### src/rtl/servant_wb_sched.sv
// Registered Wishbone scheduler sharing one slave bus between debug, ibus, dbus.
// Holds one grant per bus cycle, with debug/CPU fairness and ack timeout.
module servant_wb_sched #(
    parameter int TIMEOUT = 255
) (
    input  logic        i_clk,
    input  logic        i_rst,
    input  logic [31:0] i_wb_dbg_adr,
    input  logic [31:0] i_wb_dbg_dat,
    input  logic [3:0]  i_wb_dbg_sel,
    input  logic        i_wb_dbg_we,
    input  logic        i_wb_dbg_cyc,
    output logic [31:0] o_wb_dbg_rdt,
    output logic        o_wb_dbg_ack,
    input  logic [31:0] i_wb_ibus_adr,
    input  logic        i_wb_ibus_cyc,
    output logic [31:0] o_wb_ibus_rdt,
    output logic        o_wb_ibus_ack,
    input  logic [31:0] i_wb_dbus_adr,
    input  logic [31:0] i_wb_dbus_dat,
    input  logic [3:0]  i_wb_dbus_sel,
    input  logic        i_wb_dbus_we,
    input  logic        i_wb_dbus_cyc,
    output logic [31:0] o_wb_dbus_rdt,
    output logic        o_wb_dbus_ack,
    output logic [31:0] o_wb_adr,
    output logic [31:0] o_wb_dat,
    output logic [3:0]  o_wb_sel,
    output logic        o_wb_we,
    output logic        o_wb_cyc,
    input  logic [31:0] i_wb_rdt,
    input  logic        i_wb_ack,
    output logic        o_timeout
);

    localparam int CW = (TIMEOUT > 2) ? $clog2(TIMEOUT) : 1;
    localparam logic [CW-1:0] CNT_MAX = CW'((TIMEOUT > 0) ? TIMEOUT - 1 : 0);

    typedef enum logic [1:0] {
        IDLE,
        G_DBG,
        G_IBUS,
        G_DBUS
    } state_t;

    state_t        state;
    state_t        state_nxt;
    logic          last_dbg;
    logic          last_dbg_nxt;
    logic [CW-1:0] cnt;
    logic [CW-1:0] cnt_nxt;
    logic          gnt_cyc;
    logic          tmo;
    logic          done;
    logic          term;

    always_comb begin
        gnt_cyc = 1'b0;
        unique case (state)
            G_DBG:   gnt_cyc = i_wb_dbg_cyc;
            G_IBUS:  gnt_cyc = i_wb_ibus_cyc;
            G_DBUS:  gnt_cyc = i_wb_dbus_cyc;
            default: gnt_cyc = 1'b0;
        endcase
        tmo  = (TIMEOUT != 0) && (state != IDLE) && gnt_cyc &&
               !i_wb_ack && (cnt == CNT_MAX);
        done = (state != IDLE) && (i_wb_ack || tmo);
        // a master dropping cyc aborts without touching fairness
        term = done || ((state != IDLE) && !gnt_cyc);
    end

    always_comb begin
        state_nxt    = state;
        last_dbg_nxt = last_dbg;
        cnt_nxt      = cnt;
        if (state == IDLE) begin
            cnt_nxt = '0;
            if (last_dbg && (i_wb_ibus_cyc || i_wb_dbus_cyc))
                state_nxt = i_wb_ibus_cyc ? G_IBUS : G_DBUS;
            else if (i_wb_dbg_cyc)
                state_nxt = G_DBG;
            else if (i_wb_ibus_cyc)
                state_nxt = G_IBUS;
            else if (i_wb_dbus_cyc)
                state_nxt = G_DBUS;
        end else if (term) begin
            state_nxt = IDLE;
            if (done)
                last_dbg_nxt = (state == G_DBG);
        end else begin
            cnt_nxt = cnt + 1'b1;
        end
    end

    always_ff @(posedge i_clk) begin
        if (i_rst) begin
            state    <= IDLE;
            last_dbg <= 1'b0;
            cnt      <= '0;
        end else begin
            state    <= state_nxt;
            last_dbg <= last_dbg_nxt;
            cnt      <= cnt_nxt;
        end
    end

    always_comb begin
        o_wb_adr = '0;
        o_wb_dat = '0;
        o_wb_sel = '0;
        o_wb_we  = 1'b0;
        unique case (state)
            G_DBG: begin
                o_wb_adr = i_wb_dbg_adr;
                o_wb_dat = i_wb_dbg_dat;
                o_wb_sel = i_wb_dbg_sel;
                o_wb_we  = i_wb_dbg_we;
            end
            G_IBUS: begin
                o_wb_adr = i_wb_ibus_adr;
                o_wb_sel = 4'hf;
            end
            G_DBUS: begin
                o_wb_adr = i_wb_dbus_adr;
                o_wb_dat = i_wb_dbus_dat;
                o_wb_sel = i_wb_dbus_sel;
                o_wb_we  = i_wb_dbus_we;
            end
            default: ;
        endcase
        o_wb_cyc  = gnt_cyc && !tmo;
        o_timeout = tmo;

        o_wb_dbg_ack  = (state == G_DBG) && (i_wb_ack || tmo);
        o_wb_ibus_ack = (state == G_IBUS) && (i_wb_ack || tmo);
        o_wb_dbus_ack = (state == G_DBUS) && (i_wb_ack || tmo);

        o_wb_dbg_rdt  = (tmo && state == G_DBG) ? '0 : i_wb_rdt;
        o_wb_ibus_rdt = (tmo && state == G_IBUS) ? '0 : i_wb_rdt;
        o_wb_dbus_rdt = (tmo && state == G_DBUS) ? '0 : i_wb_rdt;
    end

endmodule

### config.mk
export PLATFORM = sky130hd
export DESIGN_NAME = servant_wb_sched
export DESIGN_NICKNAME = d
export VERILOG_FILES = /design/src/rtl/servant_wb_sched.sv
export SDC_FILE = /design/constraint.sdc
export NUM_CORES = 1
export LEC_CHECK = 0
export ABC_AREA = 0
export BUFFER_PORTS_ARGS = -buffer_cell sky130_fd_sc_hd__clkbuf_2
export CAP_MARGIN = 20
export CORE_AREA = 3 3 148 150
export CTS_CLUSTER_SIZE = 14
export DETAILED_ROUTE_END_ITERATION = 7
export DIE_AREA = 0 0 151 153
export GPL_TIMING_DRIVEN = 0
export PLACE_DENSITY = 0.48
export SYNTH_ARGS = -nofsm -noshare
export SYNTH_HDL_FRONTEND = slang
export SYNTH_SLANG_ARGS = --single-unit
### constraint.sdc
create_clock -name i_clk -period 2.9 [get_ports i_clk]
set_input_delay 0 -clock i_clk [delete_from_list [all_inputs] [get_ports i_clk]]
set_output_delay 0 -clock i_clk [all_outputs]
set_load 0.05 [all_outputs]
# Word-level counts from Yosys, hierarchy flattened
# Cells that the tools add are included.
[op_classes]
addsub = 1
multipliers = 0
div_mod_pow = 0
n_lt_le_gt_ge = 0
n_eq_ne = 5
shift = 0
n_mux = 15
n_bitwise = 1
n_reduce_logical = 25
[op_table]
columns = ["operator", "n"]
rows = [
  ["two-way mux 32 bit", 3],
  ["one-hot mux 32 bit (3 select lines)", 1],
  ["one-hot mux 32 bit (2 select lines)", 1],
  ["logical AND 1 bit", 13],
  ["two-way mux 2 bit", 6],
  ["one-hot mux 4 bit (3 select lines)", 1],
  ["adder 8 x 1 -> 8 bit, second input constant", 1],
  ["== test 8 bit, second input constant", 1],
  ["!= test 5 x 4 -> 1 bit, second input constant", 1],
  ["== test 2 bit, second input constant", 2],
  ["nonzero test 2 bit", 2],
  ["zero test 1 bit", 3],
  ["logical OR 1 bit", 3],
  ["one-hot mux 1 bit (3 select lines)", 1],
  ["AND reduction 3 bit", 1],
  ["== test 2 x 1 -> 1 bit, second input constant", 1],
  ["zero test 2 bit", 1],
  ["one-hot mux 1 bit (2 select lines)", 1],
  ["AND reduction 2 bit", 1],
  ["OR reduction 2 bit", 1],
  ["two-way mux 1 bit", 1],
  ["NOT 1 bit", 1],
]
[word_totals]
regBits = 11
latchBits = 0
ramBits = 0
mem_bits_ro = 0
output_inout_bits = 170
word_cells = 50
mem_count = 0

# Logic depth before layout (Yosys ltp)
# Gate-level depths: netlist of the first run.
[depth]
word_depth = 10
mapped_depth = 7
ltp_nobuf = 6

# Worst setup path before layout of the first run
# No wires, ideal clock.
[synth_path]
kind = "reg-to-output"
startpoint = "register state[0]"
endpoint = "output o_wb_dbg_ack"
arrival_time_ns = 2.091
required_time_ns = 2.900
slack_ns = 0.809
path_stages_with_launch = 7
path_buffers = 2
path_cell_list = "dfxtp_1 nor2b_1 buf_2 a22o_1 clkbuf_1 and2_1 o21a_1"
[synth_via]
elab_chain_cells = 7
[synth_rtl]
columns = ["element", "line", "source"]
rows = [
  ["start: declaration", "46", "state_t state;"],
  ["start signal: assignment", "101", "state <= state_nxt;"],
  ["== test 2 bit or == test 2 x 1 -> 1 bit (tied branches)", "59", "unique case (state)"],
  ["one-hot mux 1 bit (3 select lines)", "59", ""],
  ["logical AND 1 bit * (2 in series)", "65", "tmo = (TIMEOUT != 0) && (state != IDLE) && gnt_cyc &&"],
  ["logical AND 1 bit *", "66", "!i_wb_ack && (cnt == CNT_MAX);"],
  ["named net o_timeout", "33", "output logic o_timeout"],
  ["logical OR 1 bit *", "134", "o_wb_dbg_ack = (state == G_DBG) && (i_wb_ack || tmo);"],
  ["logical AND 1 bit *", "134", ""],
  ["end: declaration", "14", "output logic o_wb_dbg_ack,"],
]
# The timed path passes the listed nets; every way through them passes the cells marked *.

# Worst setup path after layout of the first run
[layout_path]
startpoint = "register cnt[3]"
endpoint = "output o_wb_dbus_rdt[4]"
[layout_via]
elab_chain_cells = 4
[layout_rtl]
columns = ["element", "line", "source"]
rows = [
  ["start: declaration", "50", "logic [CW-1:0] cnt;"],
  ["start signal: assignment", "103", "cnt <= cnt_nxt;"],
  ["== test 8 bit", "66", ""],
  ["logical AND 1 bit", "66", ""],
  ["logical AND 1 bit", "140", "o_wb_dbus_rdt = (tmo && state == G_DBUS) ? '0 : i_wb_rdt;"],
  ["two-way mux 32 bit", "140", ""],
  ["end: declaration", "24", "output logic [31:0] o_wb_dbus_rdt,"],
]
# No other way between the ends.

==> reports/qor.yml, run 1 <==
status: "completed"
synth_top_cell_by_area: "and2_1"
core_mm2: 0.0208
async_flop_share: 0
worstReg2RegEnd: "last_dbg$_SDFFE_PP0P_"
multi_input_area_mm2: 0.00233
hold_viol: 0
worstSetupPathType: "flop to primary output"
critPathMaxFanout: 10
end_kind: "primary output"
ys_top_cells_by_area: "and2_1 (23%), mux2i_1 (16%), mux2_2 (14%), a22o_1 (11%), dfxtp_1 (8.1%)"
layout_min_cycle_time_ns: 2.59
crit_required_ns: 2.90
power_switching_share: 0.563
dr.first_iter.drc_count: 153
antenna_found_initial: 1
fin_util: 0.241
cts_root_buf: "clkbuf_16"
drv_cap: 0
yosysMostFrequentCell: "and2_1"
postSynthAreaPerCell_um2: 7.49
post-dp-hpwl_mm: 13.2
powerDensity_mw_per_mm2: 328
drive_gt1_frac: 0.564
max-slew-margin-rel: 0.483
cp.arrival_ns: 2.59
power_leakage_uw: 0.00255
fin_nets: 952
synth_area_mm2: 0.00271
die_w_um: 151
clock_latency_ns: 0.24
fmax_mhz: 385
cts_tree: "done"
clockBufferDepth: 2
ios: 378
synth_nets: 571
grt_pass1_vias: 3920
gr-total-overflow: 0
grtUsageTotal: 0.119
globalplace.congestion: 0.834
fillers: 2350
synth_flop_cell: "dfxtp_1"
synth_common_cells: "and2_1 (99), mux2i_1 (42), nor2b_1 (35)"
die_y_um: 153
intPower_uw: 719
r2r_start: "cnt[3]$_SDFFE_PP0N_"
rows: 53
synth_edf_count: 0
hold_slack_ns: 0.0475
dp.cells: 1012
h-tree-depth: 1
routed_wl_mm: 15.1
ys_seq_area_frac: 0.0814
ant_nets: 0
min_from: "i_rst"
drc: 0
rsz0062_at_grt: "no"
grt_max_degree: 11
fin_tns_setup_ns: 0
grt_pass1_wl_mm: 22.0
min_path_cells: 3
finalNonFillerCells: 1017
setup_viol: 0
cp-start-kind: "flop"
viasPerCell: 3.98
timing.final.crit_share: 0.895
ys_ff_latch: 11
cts-buffers-inserted: 3
syn_to_final_growth_pct: 85.3
hold_end: "cnt[2]$_SDFFE_PP0N_"
post_drt_wl_per_cell_um: 14.8
netlist_instances: 361
hold_path.class: "primary input to flop"
regArea_um2: 220
cts_sinks: 11
rrSetupSlack_ns: 0.85
cts_hold_buf: 0
finClkSkew_ns: 0.00295
tightest_slew_ns: 0.776
vdd_drop_max_mv: 0.129
yosys.cell_types.count: 33
die-area_mm2: 0.0231
yosysTopAreaCellShare: 0.229
p_comb_frac: 0.750
vias: 4044
power_frac_clock: 0.154
seqPwrFrac: 0.097
reg2regPathDepth: 4
ys_warn_count: 0
slew_violations: 0
drt_pass1_iterations: 4
port_buffers: 376
crit_path_start: "cnt[3]$_SDFFE_PP0N_"
path_clk_slew_ns: 0.04
start_util: 0.130
p_sw_uw: 927
-- layout by cell type, fill, tap and decap left out, drive strengths merged --
master   instances
a2111oi          2
a211o            1
a211oi           6
a21oi            6
a22o            33
a31oi            4
a41oi            1
and2            99
buf              9
clkbuf         405
dfxtp           11
diode            1
ha               2
inv              7
mux2            33
mux2i           42
nand2           15
nand2b           1
nand3            4
nand4            2
nand4b           1
nor2             6
nor2b           35
nor3             1
nor4             2
o211ai           1
o21a             1
o21ai            1
or2              1
or3              8
or4              1
-- metal layers --
layer	track usage	share of wire	up-vias
li1	-	-	2026
met1	0.150	0.43	1856
met2	0.222	0.51	154
met3	0.00889	0.055	8
met4	0.0181	0.0098	0
met5	0	0	-
-- sequential cells by signal, indices dropped and copies added, names as in the netlist --
register,count
cnt,8
state,2
last_dbg,1
-- power by group through the flow --
stage	sequential [uW]	combinational, uW	clock, uW
final	159	1230	253
after global routing	159	1300	266
after CTS	159	1240	262
after detailed placement	161	1240	0
after floorplan	161	869	0
after global placement	161	1230	0
-- worst max-delay path by stage --
stage / end / slack (ns) / cells after the start
final: o_wb_dbus_rdt[4] / 0.31 / 6
after global routing: o_wb_ibus_rdt[5] / 0.05 / 6
after CTS: o_wb_dbus_ack / 0.07 / 5
after detailed placement: o_wb_dbus_ack / 0.34 / 5
after global placement: o_wb_dbus_ack / 0.43 / 5
after floorplan: o_wb_dbg_ack / 0.81 / 6
-- final cells by class --
class | count | area share
flip-flops and latches | 11 | 0.0439
multi-input cells | 309 | 0.464
repair buffers | 376 | 0.375
well taps | 275 | 0.0686
clock buffers | 4 | 0.0157
inverters | 7 | 0.00524
diodes | 1 | 0.000499
plain buffers | 34 | 0.0262
-- timing repair --
item | in CTS | in global routing
buffers inserted | 0 | 0
setup endpoints to repair | 0 | 10
gates resized for setup | 0 | 2
-- cells by family after synthesis --
kind of cell / after synthesis / share of synthesized area
adder cells (fa/ha/maj): 2 / 0.00925
AO/OA/AOI/OAI: 56 / 0.167
multiplexers: 75 / 0.293
AND/OR/NAND/NOR: 176 / 0.392
flip-flops: 11 / 0.0814
buffers and inverters: 41 / 0.0578
-- stage by stage --
step	total power [uW]	setup WS, ns	area (um2)
after detailed placement	1400	0.341	4930
after CTS	1660	0.0698	5010
final	1650	0.306	5010
after global routing	1730	0.0543	5010
after floorplan	1030	0.809	2710
after global placement	1400	0.427	4930
-- worst max-delay path, cell delays in order (launching register included) --
cell,delay (ns)
dfxtp_1,0.37
nand3_1,0.24
nor4_4,0.64
nand4_1,0.35
clkbuf_1,0.30
and2_1,0.22
clkbuf_2,0.23
Note: power is estimated with default switching activity, not from simulation.
==> run 2, diff against run 1 <==
--- a/config.mk
+++ b/config.mk
@@ -8,12 +8,14 @@
 export ABC_AREA = 0
 export BUFFER_PORTS_ARGS = -buffer_cell sky130_fd_sc_hd__clkbuf_2
 export CAP_MARGIN = 20
+export CELL_PAD_IN_SITES_DETAIL_PLACEMENT = 1
+export CELL_PAD_IN_SITES_GLOBAL_PLACEMENT = 1
 export CORE_AREA = 3 3 148 150
 export CTS_CLUSTER_SIZE = 14
 export DETAILED_ROUTE_END_ITERATION = 7
 export DIE_AREA = 0 0 151 153
 export GPL_TIMING_DRIVEN = 0
-export PLACE_DENSITY = 0.48
+export PLACE_DENSITY = 0.68
 export SYNTH_ARGS = -nofsm -noshare
 export SYNTH_HDL_FRONTEND = slang
 export SYNTH_SLANG_ARGS = --single-unit
==> reports/qor.yml, run 2 (synthesis results as in run 1) <==
ant_nets: 0
drv_cap: 0
power_frac_clock: 0.155
start_util: 0.130
antenna_found_initial: 0
cts_tree: "done"
grt_pass1_vias: 4392
grt_pass1_wl_mm: 25.1
layout_min_cycle_time_ns: 2.55
p_comb_frac: 0.750
finalNonFillerCells: 1019
end_kind: "primary output"
rsz0062_at_grt: "no"
path_cells: "buf_2, buf_1, clkbuf_1, a21oi_1, a31oi_1, clkbuf_2"
timing.final.crit_share: 0.878
slew_violations: 0
post_drt_wl_per_cell_um: 16.8
slowest_delay_ns: 0.50
fillers: 2690
reg2regPathDepth: 5
reg_top3: "cnt: 8 flops, state: 2 flops, last_dbg: 1 flops"
clockBufferDepth: 2
drc: 0
finClkSkew_ns: 0.00321
intPower_uw: 720
clock_latency_ns: 0.24
min_from: "i_rst"
num_antenna_cells: 0
core_mm2: 0.0208
critPathMaxFanout: 10
largest_reg_flops: 8
path_clk_slew_ns: 0.05
hold_slack_ns: 0.0674
routed_wl_mm: 17.2
powerDensity_mw_per_mm2: 331
final_cell_area_mm2: 0.00503
max-slew-margin-rel: 0.466
min_path_cells: 3
multi_input_area_mm2: 0.00233
hold_end: "cnt[2]$_SDFFE_PP0N_"
fin_tns_setup_ns: 0
globalplace.congestion: 0.871
port_buffers: 376
gr-total-overflow: 0
vdd_drop_max_mv: 0.296
regArea_um2: 220
cts_root_buf: "clkbuf_16"
tightest_slew_ns: 0.802
cts_sinks: 11
cp.arrival_ns: 2.55
power_switching_share: 0.568
fin_nets: 955
grtUsageTotal: 0.136
post-dp-hpwl_mm: 15.1
r2r_start: "state[0]$_SDFFE_PP0P_"
die-area_mm2: 0.0231
rows: 53
hold_viol: 0
status: "completed"
regMostFlops: "cnt"
critPathSlowestCell: "buf_1"
dp.cells: 1012
crit_required_ns: 2.90
power_leakage_uw: 0.00257
viasPerCell: 4.08
cts-buffers-inserted: 3
ios: 378
hold_path.class: "primary input to flop"
setup_viol: 0
syn_to_final_growth_pct: 86.1
drive_gt1_frac: 0.566
rrSetupSlack_ns: 0.87
grt_max_degree: 11
drt_pass1_iterations: 4
vias: 4160
placed_area_mm2: 0.00493
cts_hold_buf: 0
final_common_cell: "clkbuf_2"
worstReg2RegEnd: "cnt[7]$_SDFFE_PP0N_"
worstSetupPathType: "flop to primary output"
fmax_mhz: 393
die_w_um: 151
seqPwrFrac: 0.095
die_y_um: 153
h-tree-depth: 1
layout_common_cells: "clkbuf_2 (377), and2_1 (99), mux2i_1 (42)"
p_sw_uw: 946
cp-start-kind: "flop"
dr.first_iter.drc_count: 171
-- run 2: cell types whose count changed in the layout (fill, tap and decap cells not counted), sizes merged --
| cell | delta |
|---|---|
| diode | -1 |
| buf | +3 |
-- run 2: layout make-up --
| class | instances | area share |
|---|---|---|
| plain buffers | 34 | 0.0261 |
| clock buffers | 4 | 0.0157 |
| inverters | 7 | 0.00522 |
| multi-input cells | 309 | 0.463 |
| flip-flops and latches | 11 | 0.0437 |
| well taps | 275 | 0.0684 |
| repair buffers | 379 | 0.378 |
-- run 2: per-stage QoR --
| stage | util | total power, uW | setup WS, ns |
|---|---|---|---|
| after detailed placement | 0.237 | 1420 | 0.401 |
| after CTS | 0.241 | 1680 | 0.118 |
| final | 0.242 | 1670 | 0.355 |
| after global routing | 0.242 | 1750 | 0.145 |
| after floorplan | - | 1030 | 0.809 |
| after global placement | 0.237 | 1400 | 0.441 |
-- run 2: worst max-delay path, delay by kind of cell (launching register included) --
kind	cells	cell delay, ns
buf+inv	4	1.57
flops	1	0.32
compound gates	2	0.41
-- run 2: repair_timing --
item                                   in CTS  in global routing
setup buffers                               0                  3
resized for setup                           0                  2
endpoints found under the hold margin       0                  0
setup endpoints to repair                   0                  6
-- run 2: worst max path at each step --
stage                                      from            to  slack, ns  depth (start not counted)
after global placement    state[0]$_SDFFE_PP0P_  o_wb_dat[26]       0.44                          5
final                     state[1]$_SDFFE_PP0P_   o_wb_sel[3]       0.35                          6
after global routing      state[1]$_SDFFE_PP0P_   o_wb_sel[0]       0.14                          6
after floorplan           state[0]$_SDFFE_PP0P_  o_wb_dbg_ack       0.81                          6
after detailed placement  state[0]$_SDFFE_PP0P_  o_wb_dat[26]       0.40                          5
after CTS                 state[0]$_SDFFE_PP0P_  o_wb_dat[26]       0.12                          5
-- run 2: layer usage --
layer,global-route usage,share of wire,up-vias
li1,-,-,2030
met1,0.162,0.40,1975
met2,0.266,0.53,147
met3,0.0193,0.057,8
met4,0.00864,0.0061,0
met5,0,0,-
-- run 2: power by group through the flow --
| stage | logic (uW) | clock network [uW] | registers (uW) |
|---|---|---|---|
| floorplan | 869 | 0 | 161 |
| global placement | 1240 | 0 | 161 |
| detailed placement | 1250 | 0 | 162 |
| CTS | 1260 | 259 | 159 |
| global route | 1320 | 267 | 159 |
| finish | 1250 | 258 | 159 |
